**src/rtl/aead_job_sequencer.sv**
```systemverilog
// Runs one authenticated-encryption job at a time: latch operands, pulse core reset,
// wait for core_done under a timeout, then hold the result until the host takes it.
`timescale 1ns/1ps
module aead_job_sequencer #(
    parameter int unsigned W           = 128,
    parameter int unsigned RST_CYCLES  = 4,
    parameter int unsigned MAX_WAIT    = 4096,
    parameter int unsigned CORE_RST_HI = 1
) (
    input  logic         clk,
    input  logic         rst,
    input  logic         job_valid,
    output logic         job_ready,
    input  logic [W-1:0] job_key,
    input  logic [W-1:0] job_seed,
    input  logic [W-1:0] job_ad,
    input  logic [W-1:0] job_nonce,
    input  logic [W-1:0] job_pt,
    output logic         core_rst,
    output logic [W-1:0] core_k,
    output logic [W-1:0] core_s,
    output logic [W-1:0] core_a,
    output logic [W-1:0] core_n,
    output logic [W-1:0] core_p,
    input  logic [W-1:0] core_c,
    input  logic         core_tag,
    input  logic         core_done,
    output logic         res_valid,
    input  logic         res_ready,
    output logic [W-1:0] res_ct,
    output logic         res_tag,
    output logic         res_timeout,
    output logic         busy
);

    localparam int unsigned CNT_MAX = (RST_CYCLES > MAX_WAIT) ? RST_CYCLES : MAX_WAIT;
    localparam int unsigned CW      = (CNT_MAX > 1) ? $clog2(CNT_MAX) : 1;
    localparam logic        RST_ON  = (CORE_RST_HI != 0);
    localparam logic [CW-1:0] RST_LAST  = CW'(RST_CYCLES - 1);
    localparam logic [CW-1:0] WAIT_LAST = CW'(MAX_WAIT - 1);

    typedef enum logic [1:0] {
        IDLE     = 2'd0,
        CORE_RST = 2'd1,
        RUN      = 2'd2,
        RESULT   = 2'd3
    } state_t;

    state_t        state, state_d;
    logic [CW-1:0] cnt, cnt_d;

    logic load_ops;
    logic cap_done;
    logic cap_to;
    logic ready_d;
    logic valid_d;
    logic rst_on_d;

    // State register plus every registered output
    always_ff @(posedge clk) begin
        if (!rst) begin
            state       <= IDLE;
            cnt         <= '0;
            job_ready   <= 1'b1;
            busy        <= 1'b0;
            res_valid   <= 1'b0;
            core_rst    <= RST_ON;
            core_k      <= '0;
            core_s      <= '0;
            core_a      <= '0;
            core_n      <= '0;
            core_p      <= '0;
            res_ct      <= '0;
            res_tag     <= 1'b0;
            res_timeout <= 1'b0;
        end else begin
            state     <= state_d;
            cnt       <= cnt_d;
            job_ready <= ready_d;
            busy      <= ~ready_d;
            res_valid <= valid_d;
            core_rst  <= rst_on_d ? RST_ON : ~RST_ON;
            if (load_ops) begin
                core_k <= job_key;
                core_s <= job_seed;
                core_a <= job_ad;
                core_n <= job_nonce;
                core_p <= job_pt;
            end
            if (cap_done) begin
                res_ct      <= core_c;
                res_tag     <= core_tag;
                res_timeout <= 1'b0;
            end else if (cap_to) begin
                res_ct      <= '0;
                res_tag     <= 1'b0;
                res_timeout <= 1'b1;
            end
        end
    end

    // Next-state and cycle counter
    always_comb begin
        state_d = state;
        cnt_d   = cnt;
        unique case (state)
            IDLE: begin
                if (job_valid) begin
                    state_d = CORE_RST;
                    cnt_d   = '0;
                end
            end
            CORE_RST: begin
                if (cnt == RST_LAST) begin
                    state_d = RUN;
                    cnt_d   = '0;
                end else begin
                    cnt_d = cnt + CW'(1);
                end
            end
            RUN: begin
                if (core_done || cnt == WAIT_LAST) begin
                    state_d = RESULT;
                end else begin
                    cnt_d = cnt + CW'(1);
                end
            end
            RESULT: begin
                if (res_ready) begin
                    state_d = IDLE;
                end
            end
            default: state_d = IDLE;
        endcase
    end

    // Load/capture strobes and next values of the registered flags; done beats timeout
    always_comb begin
        load_ops = (state == IDLE) && job_valid;
        cap_done = (state == RUN) && core_done;
        cap_to   = (state == RUN) && !core_done && (cnt == WAIT_LAST);
        ready_d  = (state_d == IDLE);
        valid_d  = (state_d == RESULT);
        rst_on_d = (state_d != RUN);
    end

endmodule

```
**config.mk**
```make
export PLATFORM = sky130hd
export DESIGN_NAME = aead_job_sequencer
export DESIGN_NICKNAME = d
export VERILOG_FILES = /design/src/rtl/aead_job_sequencer.sv
export SDC_FILE = /design/constraint.sdc
export NUM_CORES = 2
export LEC_CHECK = 0
export CORE_AREA = 2 2 604 606
export CTS_CLUSTER_DIAMETER = 50
export CTS_CLUSTER_SIZE = 14
export DETAILED_ROUTE_END_ITERATION = 8
export DIE_AREA = 0 0 606 608
export PLACE_DENSITY = 0.3
export SYNTH_ARGS = -nofsm -noshare
export SYNTH_HDL_FRONTEND = slang
export SYNTH_SLANG_ARGS = --single-unit
```
**constraint.sdc**
```tcl
create_clock -name clk -period 1.94 [get_ports clk]
set_input_delay 0.485 -clock clk [delete_from_list [all_inputs] [get_ports clk]]
set_output_delay 0.485 -clock clk [all_outputs]
set_load 0.03 [all_outputs]
```
==> flow_summary_export.csv <==
group,metric,value,unit
run_status,status,"completed",
clock_network,cts_htree_levels,4,
placed_design,placed_area,49500,um^2
sta,relSlewSlack,0.573,
sta,skew,0.0770,ns
sta,rsz0062_at_grt,"true",
critical_path,cp_max_fo,2,
critical_path,cpPeakStageDelay,0.41,ns
min_path,min_path_type,"primary input to flop",
power_and_ir_drop,power_density,1430,nW/um^2
sta,maxSlewViolCount,0,
clock_network,cts.sinks,788,
power_and_ir_drop,clock_power_share,0.371,
synthesis,yosys.area_share.simple,0.209,
critical_path,path_buf_inv,1,
power_and_ir_drop,p_switching,32.1,mW
critical_path,startpoint,"res_ct[41]",
detailed_routing,wl_met1,105000,um
finish,fin_nets,5883,
synthesis,synth-compound-area-share,0.164,
finish,utilization,0.162,
critical_path,critPathTopFamily,"flip-flops",
floorplan,core,362000,um^2
critical_path,startpoint_type,"flop",
power_and_ir_drop,swShare,0.382,
sta,tns,0,ns
critical_path,crit_type,"flop to output pin",
synthesis,ys_ff_latch,788,
sta,report.final.setup_viol,0,
placed_design,gp_congestion,0.925,
critical_path,timing.rr.start,"state[1]",
floorplan,chipWidth,606,um
global_routing,overflow,0,
synthesis,synth_top_cell_area_share,0.582,
sta,finalHoldViolCount,0,
clock_network,cts_tree,"built",
detailed_routing,detail-route-antenna-nets,0,
power_and_ir_drop,pwr-share-seq,0.259,
finish,drive_gt1_frac,0.341,
clock_network,clkSlewWorstSetupHoldPaths,0.05,ns
synthesis,syn_nets,4130,
synthesis,synth.avg_cell_area,8.10,um^2
placed_design,preCtsSetupSlack,-0.363,ns
sta,fmax,0.518,GHz
sta,worst_slack,0.0103,ns
finish,final_cell_mix,"1286 x nand2_1, 773 x clkdlybuf4s50_1, 642 x a21oi_1, 405 x buf_4, 389 x dfxtp_1",
synthesis,synth_top_family_by_area,"simple AND/OR/NAND/NOR gates",
synthesis,synth_xor_area_frac,0,
detailed_routing,top_layer,"met5",
floorplan,fp.dieH,608,um
synthesis,synth_fa_ha_area_frac,0.00323,
placed_design,dp_cells,9651,
detailed_routing,dr_total_vias,31900,
run,max-cap-violations,0,
detailed_routing,drc_errors,0,
global_routing,antenna_found_initial,171,
global_routing,grt.total_usage,0.142,
finish,layoutNonFillerInstCount,10100,
finish,final_common_cell,"nand2_1",
synthesis,synth_area_leaders,"dfxtp_1 58%, nand2_1 18%, a21oi_1 12%",
floorplan,io_pins,1548,
detailed_routing,dr_wl_met3,22300,um
detailed_routing,wirelength,278000,um
power_and_ir_drop,leakage,22.4,nW
sta,timing.final.crit_share,0.995,
detailed_routing,dr_wl_met2,141000,um
detailed_routing,drtIter0Drc,1742,
synthesis,post_synth_instance_area,27100,um^2
synthesis,synth_edf_count,0,
detailed_routing,dr.pass1.iters,5,
critical_path,crit_chain,"buf_6",
clock_network,root_buffer,"clkbuf_16",
finish,fin_area,58700,um^2
power_and_ir_drop,ir_worst_vdd,0.000738,V
synthesis,muxShareOfSynthArea,0,
global_routing,grt_pass1_wl,345000,um
clock_network,cts_made_buffers,171,
floorplan,fp-row-count,221,
synthesis,synth_ff_type,"dfxtp_1",
critical_path,endpoint_kind,"output pin",
clock_network,ctsLongestPathBuffers,4,
synthesis,synth.distinct_cells,41,
placed_design,dp_hpwl,237000,um
critical_path,critPathSlowestCell,"dfxtp_4",
synthesis,synth_top_area_cell,"dfxtp_1",
sta,layout_min_cycle_time,1.93,ns
finish,layout-area-overhead-vs-synth,117,%
synthesis,yosysSeqAreaShare,0.582,
synthesis,ys_async_sr_fraction,0,
global_routing,grt_max_degree,59,
clock_network,clkLatencyLatePin,0.85,ns
detailed_routing,wire_per_inst,27.6,um
global_routing,grt_pass1_vias,31400,
floorplan,die-area,368000,um^2
floorplan,start_util,0.0750,
placed_design,port_buffers,1547,
critical_path,critPathArrivalTime,1.44,ns
critical_path,critPathRequiredTime,1.45,ns
power_and_ir_drop,intPower,51.9,mW
sta,worstMarginPinSlew,0.641,ns
detailed_routing,viasPerCell,3.17,
synthesis,postSynthCellCount,3349,
power_and_ir_drop,p_comb_frac,0.371,
synthesis,synth.yosys.warnings,0,
min_path,worst_hold_startpoint,"job_nonce[12]",
==> flip-flops by register name, summed over array words and instances (netlist names) <==
name and flops:
core_a 128, core_k 128, core_n 128, core_p 128
core_s 128, res_ct 128, cnt 12, state 2
busy 1, core_rst 1, job_ready 1, res_tag 1
res_timeout 1, res_valid 1
==> final cells by class <==
| type | count | area [um^2] |
|---|---|---|
| diodes | 19 | 47.5 |
| clock buffers | 217 | 4720 |
| clock inverters | 96 | 1310 |
| fillers | 40900 | 303000 |
| inverters | 6 | 30.0 |
| multi-input cells | 2290 | 10300 |
| flip-flops and latches | 788 | 16500 |
| well taps | 4794 | 6000 |
| repair buffers | 1845 | 19800 |
==> cell usage after synthesis, types with 2 or more instances <==
master       n
and2_1       3
a31oi_1      6
clkbuf_1   165
nand2b_1     2
a41oi_1      2
inv_1        6
buf_2       79
buf_1       20
nor2b_1      2
nor2_1     135
nor4_1       3
ha_1         7
and4_1       4
o211ai_1     8
nand3_1     12
nand4_1     10
dfxtp_1    788
o31ai_1      3
nand2_1   1287
a22oi_1    129
a21oi_1    645
o21ai_0      8
nor3_1       4
or3_1        4
==> cells by family after synthesis <==
logic type | Yosys count
simple gates | 1473
compound gates | 810
flops | 788
buf+inv | 271
fa+ha+maj | 7
==> routing by layer <==
metal	vias to the layer above	track usage
met5	-	0
met4	112	0.0430
met3	498	0.0490
met2	1302	0.256
met1	15300	0.156
li1	14700	-
==> worst min-delay path: stages <==
cell and delay, ns:
clkdlybuf4s50_1 0.39, nand2_1 0.05, a21oi_1 0.05
==> final timing paths <==
path,cells past startpoint,slack [ns],to
max,1,0.01,res_ct[41]
min,3,0.17,core_n[12]
max reg2reg,8,0.02,core_a[114]
min reg2reg,2,0.45,core_s[104]
==> power by group through the flow <==
stage | clock [mW] | combinational [mW] | sequential (mW)
final | 31.2 | 31.2 | 21.7
after global routing | 32.9 | 33.1 | 22.1
after CTS | 32.2 | 30.5 | 21.8
after detailed placement | 0 | 29.4 | 21.3
after global placement | 0 | 29.4 | 21.3
after floorplan | 0 | 7.70 | 26.1
==> what timing repair did <==
item | in CTS | in global routing
gates resized for setup | 3821 | 53
hold buffers | 0 | 0
setup endpoints to repair | 796 | 349
cloned | 2 | 17
buffers inserted | 38 | 16
endpoints found under the hold margin | 0 | 0
pin swaps | 2 | 5
==> through the flow <==
step,power (mW),hold slack [ns]
floorplan,33.8,0.485
global placement,50.7,0.442
detailed placement,50.8,0.445
CTS,84.5,0.0579
global route,88.1,0.118
finish,84.1,0.167
(Power assumes the default switching activity.)
